[config.mk]
export PLATFORM = sky130hd
export DESIGN_NAME = rr_interval_analyzer
export DESIGN_NICKNAME = d
export VERILOG_FILES = /design/src/rtl/hr_pkg.sv /design/src/rtl/ms_tick_gen.sv /design/src/rtl/rr_interval_analyzer.sv
export SDC_FILE = /design/constraint.sdc
export NUM_CORES = 1
export LEC_CHECK = 0
export CAP_MARGIN = 25
export CORE_MARGIN = 3
export CORE_UTILIZATION = 55
export CTS_CLUSTER_DIAMETER = 100
export DETAILED_ROUTE_END_ITERATION = 12
export GPL_ROUTABILITY_DRIVEN = 0
export PLACE_DENSITY = 0.8
export SYNTH_ARGS = -nofsm -noshare
export SYNTH_HDL_FRONTEND = slang
export SYNTH_SLANG_ARGS = --single-unit
export TNS_END_PERCENT = 5
[constraint.sdc]
create_clock -name clk -period 7.5 [get_ports clk]
set_input_delay 1.5 -clock clk [delete_from_list [all_inputs] [get_ports clk]]
set_output_delay 1.5 -clock clk [all_outputs]
set_load 0.03 [all_outputs]
[src/rtl/hr_pkg.sv]
// rtl/hr_pkg.sv - shared verdict codes, FSM states and arithmetic helpers for the RR analyzer
package hr_pkg;

  localparam logic [2:0] V_NORMAL   = 3'd0;
  localparam logic [2:0] V_BRADY    = 3'd1;
  localparam logic [2:0] V_TACHY    = 3'd2;
  localparam logic [2:0] V_IRREG    = 3'd3;
  localparam logic [2:0] V_ASYSTOLE = 3'd4;

  typedef enum logic [1:0] {
    ST_IDLE,
    ST_MEASURE,
    ST_ASYST
  } hr_state_e;

  // Unsigned distance, always larger minus smaller so it never wraps.
  function automatic logic [31:0] abs_diff(input logic [31:0] a, input logic [31:0] b);
    return (a > b) ? (a - b) : (b - a);
  endfunction

endpackage

[src/rtl/ms_tick_gen.sv]
// rtl/ms_tick_gen.sv - millisecond prescaler that can be realigned to an accepted beat
module ms_tick_gen #(
  parameter int TICK_DIV = 50000
) (
  input  logic clk,
  input  logic rst_n,
  input  logic en,
  input  logic restart,
  output logic tick
);

  localparam int CW = (TICK_DIV > 1) ? $clog2(TICK_DIV) : 1;
  localparam logic [CW-1:0] LAST = CW'(TICK_DIV - 1);

  logic [CW-1:0] cnt_q;
  logic [CW-1:0] cnt_d;

  // tick is independent of restart so the beat logic can fold the coincident tick into its sample.
  assign tick = en && (cnt_q == LAST);

  always_comb begin
    cnt_d = cnt_q;
    if (en) begin
      if (restart || (cnt_q == LAST)) cnt_d = '0;
      else                            cnt_d = cnt_q + CW'(1);
    end
  end

  always_ff @(posedge clk) begin
    if (!rst_n) cnt_q <= '0;
    else        cnt_q <= cnt_d;
  end

endmodule

[src/rtl/rr_interval_analyzer.sv]
// rtl/rr_interval_analyzer.sv - beat-to-beat interval measurement, live rhythm flags and windowed verdict
module rr_interval_analyzer #(
  parameter int TICK_DIV    = 50000,
  parameter int INTERVAL_W  = 16,
  parameter int BRADY_MS    = 1000,
  parameter int TACHY_MS    = 600,
  parameter int IRREG_MS    = 120,
  parameter int REFRACT_MS  = 200,
  parameter int TIMEOUT_MS  = 2000,
  parameter int WINDOW      = 8,
  parameter int IRREG_LIMIT = 2
) (
  input  logic                          clk,
  input  logic                          rst_n,
  input  logic                          en,
  input  logic                          beat_in,
  output logic [INTERVAL_W-1:0]         interval_ms,
  output logic                          interval_valid,
  output logic                          brady,
  output logic                          tachy,
  output logic                          irregular,
  output logic                          asystole,
  output logic                          summary_valid,
  output logic [INTERVAL_W-1:0]         avg_ms,
  output logic [$clog2(WINDOW+1)-1:0]   irr_count,
  output logic [2:0]                    verdict
);

  import hr_pkg::*;

  localparam int LOGW  = $clog2(WINDOW);
  localparam int SUM_W = INTERVAL_W + LOGW;
  localparam int CNT_W = $clog2(WINDOW + 1);

  localparam logic [INTERVAL_W-1:0] MS_MAX    = '1;
  localparam logic [INTERVAL_W-1:0] REFRACT_T = INTERVAL_W'(REFRACT_MS);
  localparam logic [INTERVAL_W-1:0] TIMEOUT_T = INTERVAL_W'(TIMEOUT_MS);
  localparam logic [INTERVAL_W-1:0] BRADY_T   = INTERVAL_W'(BRADY_MS);
  localparam logic [INTERVAL_W-1:0] TACHY_T   = INTERVAL_W'(TACHY_MS);
  localparam logic [31:0]           IRREG_T   = 32'(IRREG_MS);
  localparam logic [CNT_W-1:0]      WIN_FULL  = CNT_W'(WINDOW);
  localparam logic [CNT_W-1:0]      IRR_LIM   = CNT_W'(IRREG_LIMIT);

  logic sync1_q, sync2_q, sync3_q, beat_q;

  hr_state_e             state_q;
  logic [INTERVAL_W-1:0] ms_cnt_q;
  logic [INTERVAL_W-1:0] prev_q;
  logic                  prev_valid_q;
  logic [SUM_W-1:0]      sum_q;
  logic [CNT_W-1:0]      n_q;
  logic [CNT_W-1:0]      irr_cnt_q;

  logic [INTERVAL_W-1:0] interval_q;
  logic                  iv_q, brady_q, tachy_q, irr_q, asys_q, sv_q;
  logic [INTERVAL_W-1:0] avg_q;
  logic [CNT_W-1:0]      irr_count_q;
  logic [2:0]            verdict_q;

  logic                  tick;
  logic [INTERVAL_W-1:0] ms_now;
  logic                  beat_evt, in_measure, accept, emit, timeout, irr_now, win_full;
  logic [SUM_W-1:0]      sum_base, sum_shift;
  logic [CNT_W-1:0]      n_base, irr_base;
  logic [INTERVAL_W-1:0] avg_now;
  logic [2:0]            verdict_now;

  // The synchroniser keeps shifting while disabled so a stale level never looks like a fresh edge.
  always_ff @(posedge clk) begin
    if (!rst_n) begin
      sync1_q <= 1'b0;
      sync2_q <= 1'b0;
      sync3_q <= 1'b0;
      beat_q  <= 1'b0;
    end else begin
      sync1_q <= beat_in;
      sync2_q <= sync1_q;
      sync3_q <= sync2_q;
      beat_q  <= en && sync2_q && !sync3_q;
    end
  end

  ms_tick_gen #(
    .TICK_DIV(TICK_DIV)
  ) u_tick (
    .clk    (clk),
    .rst_n  (rst_n),
    .en     (en),
    .restart(accept),
    .tick   (tick)
  );

  // ms_now counts the tick landing on this very edge, so a beat spaced N ms apart reads N.
  assign ms_now     = (ms_cnt_q == MS_MAX) ? MS_MAX : ms_cnt_q + INTERVAL_W'(tick);
  assign beat_evt   = beat_q && en;
  assign in_measure = (state_q == ST_MEASURE);
  assign accept     = beat_evt && (!in_measure || (ms_now >= REFRACT_T));
  assign emit       = accept && in_measure;
  assign timeout    = en && in_measure && !accept && (ms_now >= TIMEOUT_T);
  assign irr_now    = prev_valid_q && (abs_diff(32'(ms_now), 32'(prev_q)) > IRREG_T);

  assign win_full   = (n_q == WIN_FULL);
  assign sum_base   = win_full ? '0 : sum_q;
  assign n_base     = win_full ? '0 : n_q;
  assign irr_base   = win_full ? '0 : irr_cnt_q;
  assign sum_shift  = sum_q >> LOGW;
  assign avg_now    = sum_shift[INTERVAL_W-1:0];

  always_comb begin
    verdict_now = V_NORMAL;
    if (irr_cnt_q >= IRR_LIM)   verdict_now = V_IRREG;
    else if (avg_now < TACHY_T) verdict_now = V_TACHY;
    else if (avg_now > BRADY_T) verdict_now = V_BRADY;
  end

  always_ff @(posedge clk) begin
    if (!rst_n) begin
      state_q      <= ST_IDLE;
      ms_cnt_q     <= '0;
      prev_q       <= '0;
      prev_valid_q <= 1'b0;
      sum_q        <= '0;
      n_q          <= '0;
      irr_cnt_q    <= '0;
      interval_q   <= '0;
      iv_q         <= 1'b0;
      brady_q      <= 1'b0;
      tachy_q      <= 1'b0;
      irr_q        <= 1'b0;
      asys_q       <= 1'b0;
      sv_q         <= 1'b0;
      avg_q        <= '0;
      irr_count_q  <= '0;
      verdict_q    <= V_NORMAL;
    end else begin
      iv_q <= 1'b0;
      sv_q <= 1'b0;
      if (en) begin
        ms_cnt_q <= accept ? '0 : ms_now;

        if (win_full) begin
          sv_q        <= 1'b1;
          avg_q       <= avg_now;
          irr_count_q <= irr_cnt_q;
          verdict_q   <= verdict_now;
          sum_q       <= '0;
          n_q         <= '0;
          irr_cnt_q   <= '0;
        end

        case (state_q)
          ST_IDLE: begin
            if (accept) state_q <= ST_MEASURE;
          end
          ST_MEASURE: begin
            if (emit) begin
              interval_q   <= ms_now;
              iv_q         <= 1'b1;
              brady_q      <= (ms_now > BRADY_T);
              tachy_q      <= (ms_now < TACHY_T);
              irr_q        <= irr_now;
              prev_q       <= ms_now;
              prev_valid_q <= 1'b1;
              sum_q        <= sum_base + SUM_W'(ms_now);
              n_q          <= n_base + CNT_W'(1);
              irr_cnt_q    <= irr_base + CNT_W'(irr_now);
            end else if (timeout) begin
              state_q      <= ST_ASYST;
              asys_q       <= 1'b1;
              prev_valid_q <= 1'b0;
              if (n_base != '0) begin
                sv_q        <= 1'b1;
                verdict_q   <= V_ASYSTOLE;
                avg_q       <= '0;
                irr_count_q <= irr_base;
              end
              sum_q     <= '0;
              n_q       <= '0;
              irr_cnt_q <= '0;
            end
          end
          ST_ASYST: begin
            if (accept) begin
              state_q <= ST_MEASURE;
              asys_q  <= 1'b0;
            end
          end
          default: state_q <= ST_IDLE;
        endcase
      end
    end
  end

  assign interval_ms    = interval_q;
  assign interval_valid = iv_q && en;
  assign brady          = brady_q;
  assign tachy          = tachy_q;
  assign irregular      = irr_q;
  assign asystole       = asys_q;
  assign summary_valid  = sv_q && en;
  assign avg_ms         = avg_q;
  assign irr_count      = irr_count_q;
  assign verdict        = verdict_q;

endmodule

==> run_summary.xml <==
<?xml version="1.0" encoding="UTF-8"?>
<metrics>
  <group name="cts">
    <metric name="tritoncts_clock_tree" unit="">yes</metric>
    <metric name="clock_sink_count" unit="">111</metric>
    <metric name="htree_num_levels" unit="">3</metric>
    <metric name="library_cell_used_as_clock_root_buffer" unit="">clkbuf_16</metric>
    <metric name="clock_slew_at_reported_path_ffs" unit="ns">0.08</metric>
    <metric name="worst_skew_pair.late_latency" unit="ns">0.36</metric>
    <metric name="numCtsBuffers" unit="">9</metric>
    <metric name="postCtsHoldBufs" unit="">0</metric>
    <metric name="cts-root-to-sink-buffers" unit="">2</metric>
  </group>
  <group name="synthesis">
    <metric name="nets_in_the_synthesized_netlist" unit="">1006</metric>
    <metric name="ys_seq_elements" unit="">111</metric>
    <metric name="ys_seq_area_frac" unit="">0.2953</metric>
    <metric name="synth.lib_cells_used.distinct" unit="">80</metric>
    <metric name="synth-async-reset-ratio" unit="">0</metric>
    <metric name="synth.yosys.warnings" unit="">0</metric>
    <metric name="synth_edf_count" unit="">0</metric>
    <metric name="synthDominantAreaCellType" unit="">dfxtp_1</metric>
    <metric name="synth_largest_type_area_fraction" unit="">0.2953</metric>
    <metric name="post_synth_main_area_contributors" unit="">dfxtp_1 (30%), ha_1 (9.3%), nor2_1 (4.4%), nand2_1 (4.3%), xor2_1 (3.6%)</metric>
    <metric name="netlist_area_before_placement" unit="um^2">7526</metric>
    <metric name="synthesis.instances" unit="">943</metric>
    <metric name="ys_dominant_reg_cell" unit="">dfxtp_1</metric>
    <metric name="syn-mean-instance-area" unit="um^2">7.981</metric>
  </group>
  <group name="routing">
    <metric name="drt_iter0_drc" unit="">710</metric>
    <metric name="wl" unit="mm">19.31</metric>
    <metric name="antenna_violating_nets_post_route" unit="">0</metric>
    <metric name="vias_per_cell" unit="">6.033</metric>
    <metric name="drc" unit="">0</metric>
    <metric name="num_vias" unit="">6986</metric>
    <metric name="firstDrtPassIters" unit="">6</metric>
    <metric name="post_drt_wl_per_cell" unit="um">16.68</metric>
  </group>
  <group name="floorplanning">
    <metric name="initial_utilization" unit="">0.5661</metric>
    <metric name="die_span_x" unit="um">123.0</metric>
    <metric name="die_area" unit="um^2">15120</metric>
    <metric name="row_count" unit="">42</metric>
    <metric name="fp.dieH" unit="um">123.0</metric>
    <metric name="core_area" unit="um^2">13300</metric>
    <metric name="floorplan.io_pins" unit="">49</metric>
  </group>
  <group name="worst_setup_path">
    <metric name="data_arrival_time_of_the_worst_path" unit="ns">7.42</metric>
    <metric name="element_type_at_the_critical_path_start" unit="">primary input</metric>
    <metric name="worstPathMaxFanout" unit="">6</metric>
    <metric name="worst-setup-path-type" unit="">in -&gt; reg</metric>
    <metric name="setup.worst_path.end_class" unit="">register</metric>
    <metric name="crit_path_frequent_cell" unit="">ha_1</metric>
    <metric name="cpMaxStageDelayCell" unit="">clkdlybuf4s50_1</metric>
    <metric name="timing.critical_path.slowest_cell_delay" unit="ns">0.48</metric>
    <metric name="worst_ep_required_time" unit="ns">7.75</metric>
  </group>
  <group name="finish">
    <metric name="num-nets-final" unit="">1040</metric>
    <metric name="number_of_antenna_cells_inserted" unit="">0</metric>
    <metric name="post_route_cells_drive_above_1_share" unit="">0.07841</metric>
    <metric name="syn2layout_area_growth" unit="%">13.63</metric>
  </group>
  <group name="timing">
    <metric name="max_slew.worst_pin.slew" unit="ns">0.8452</metric>
    <metric name="min_period" unit="ns">7.175</metric>
    <metric name="timing.max_slew.rel_slack" unit="">0.4354</metric>
    <metric name="slew_viol_final" unit="">0</metric>
    <metric name="report.final.setup_viol" unit="">0</metric>
    <metric name="hold_violations_final" unit="">0</metric>
    <metric name="final_critical_path_setup_slack" unit="ns">0.3253</metric>
    <metric name="timing.clock.skew" unit="ns">0.008311</metric>
    <metric name="timing.final.crit_share" unit="">0.9566</metric>
    <metric name="maxClockFrequency" unit="MHz">139.4</metric>
  </group>
  <group name="global_route">
    <metric name="grt_remaining_overflow" unit="">0</metric>
    <metric name="overall_global_routing_usage" unit="">0.2589</metric>
    <metric name="number_of_global_route_vias_before_repair" unit="">6265</metric>
    <metric name="grt_pass1_wl" unit="mm">31.38</metric>
    <metric name="largest_net_degree_at_the_start_of_global_routing" unit="">51</metric>
    <metric name="antenna_found_initial" unit="">0</metric>
  </group>
  <group name="power">
    <metric name="netSwitchingPower" unit="mW">0.2567</metric>
    <metric name="comb_power_frac" unit="">0.023</metric>
    <metric name="p_leak" unit="nW">3.603</metric>
    <metric name="powerDensity" unit="nW/um^2">131.0</metric>
    <metric name="power" unit="mW">1.120</metric>
    <metric name="share_clk_of_total_power" unit="">0.449</metric>
    <metric name="switching_share_of_total_power" unit="">0.2291</metric>
    <metric name="intPower" unit="mW">0.8638</metric>
    <metric name="power_frac_seq" unit="">0.528</metric>
    <metric name="ir_drop" unit="mV">0.1579</metric>
  </group>
  <group name="worst_hold_path">
    <metric name="min-delay-path-class" unit="">reg -&gt; reg</metric>
  </group>
  <group name="place">
    <metric name="hpwl" unit="mm">14.19</metric>
    <metric name="dp_slack" unit="ns">-0.1661</metric>
    <metric name="buffer_ports.inserted" unit="">48</metric>
  </group>
  <group name="flow_run">
    <metric name="drv.max_cap_violation_count" unit="">0</metric>
  </group>
  <group name="status">
    <metric name="outcome" unit="">finished, final reports clean</metric>
  </group>
</metrics>
[synth_stat cells (3+ instances only)]
master	count
mux2_2	3
fa_1	3
o31ai_1	5
a32oi_1	4
or4_1	3
or2_2	4
a211oi_1	24
a21oi_1	53
a311oi_1	4
nand2b_1	7
o21ai_0	54
nand2_1	87
a211o_1	4
dfxtp_1	111
and3_1	17
o211ai_1	4
inv_1	50
a31oi_1	8
ha_1	56
nand4_1	19
clkbuf_1	41
o21a_1	7
buf_1	4
buf_4	3
nand3_1	38
o21bai_1	4
mux2i_1	7
or3_1	10
buf_6	5
xor2_1	31
and2_1	33
a22o_1	21
o221ai_1	4
xnor2_1	19
nor4_1	4
a22oi_1	7
a21o_1	23
nor3_1	15
nor2_1	88
nor2b_1	7
[sequential cells by signal (all words and copies together) (netlist names), 2 cells and up]
signal,flops
verdict,3
state_q,2
interval_ms,16
sum_q,19
avg_ms,16
n_q,4
irr_cnt_q,4
u_tick.cnt_q,16
ms_cnt_q,16
irr_count,4
[cell families after synthesis]
kind of cell             after synthesis  synth area share
buffers and inverters                105           0.05918
adder cells (fa/ha/maj)               59            0.1011
AO/OA/AOI/OAI                        258            0.2366
AND/OR/NAND/NOR                      350            0.2359
multiplexers                          10           0.01380
XOR/XNOR                              50           0.05819
flip-flops                           111            0.2953
[worst paths after layout]
path / startpoint / end / slack [ns] / depth (start not counted)
setup / recovery: en / irr_cnt_q[1] / 0.33 / 26
hold reg to reg: sync1_q / sync2_q / 0.44 / 1
hold / removal: sync1_q / sync2_q / 0.44 / 1
setup reg to reg: u_tick.cnt_q[11] / irr_cnt_q[1] / 0.69 / 27
[final cells by class]
class,count,area [um^2]
Clock buffer,9,225.2
Inverter,50,187.7
Clock inverter,7,91.34
Multi-Input combinational cell,727,4900
Timing Repair Buffer,78,705.7
Sequential cell,111,2222
Tap cell,176,220.2
Fill cell,1116,4743
[placed cells by master, fill, tap and decap left out, types with 10 or more instances in the layout]
| cell type | n |
|---|---|
| nand3_1 | 38 |
| a211oi_1 | 24 |
| clkdlybuf4s50_1 | 48 |
| nand4_1 | 19 |
| and2_1 | 33 |
| and3_1 | 17 |
| xor2_1 | 31 |
| buf_4 | 30 |
| o21ai_0 | 54 |
| nor2_1 | 88 |
| xnor2_1 | 19 |
| a21o_1 | 23 |
| nand2_1 | 87 |
| a22o_1 | 21 |
| ha_1 | 56 |
| inv_1 | 50 |
| dfxtp_1 | 111 |
| or3_1 | 10 |
| a21oi_1 | 53 |
| nor3_1 | 13 |
[worst max-delay path, delay by kind of cell]
family / cells / cell delay (ns)
buffers and inverters: 4 / 1.02
AOI/OAI and AO/OA: 9 / 2.13
adders and majority gates: 4 / 0.97
and+or+nand+nor: 8 / 1.40
muxes: 1 / 0.41
[power groups by stage]
stage          combinational [mW]  clock, mW  sequential (mW)
2_1_floorplan              0.0175          0            0.606
3_3_place_gp               0.0249          0            0.606
3_5_place_dp               0.0250          0            0.606
4_1_cts                    0.0251      0.518            0.592
5_1_grt                    0.0278      0.539            0.592
6_report                   0.0254      0.503            0.592
[repair_timing]
action / CTS / global route
gates resized for setup: 0 / 7
endpoints found under the setup margin: 0 / 4
setup buffers: 0 / 0
[layer usage]
layer	global-route usage	up-vias	wire (um)
li1	-	3439	-
met1	0.3689	3242	8708
met2	0.4028	273	8827
met3	0.04529	32	1375
met4	0.07612	0	401
met5	0	-	0
[metrics by stage]
stage / hold slack (ns) / instances / cell area, um^2 / TNS (ns) / utilization
2_1_floorplan: 0.4119 / 943 / 7526 / 0 / -
3_3_place_gp: 0.4212 / 1142 / 8194 / 0 / 0.6163
3_5_place_dp: 0.4220 / 1142 / 8194 / -0.1960 / 0.6163
4_1_cts: 0.4442 / 1158 / 8511 / 0 / 0.6401
5_1_grt: 0.4503 / 1158 / 8552 / -0.01758 / 0.6432
6_report: 0.4400 / 1158 / 8552 / 0 / 0.6432
Power figures use the tool's default switching activity.
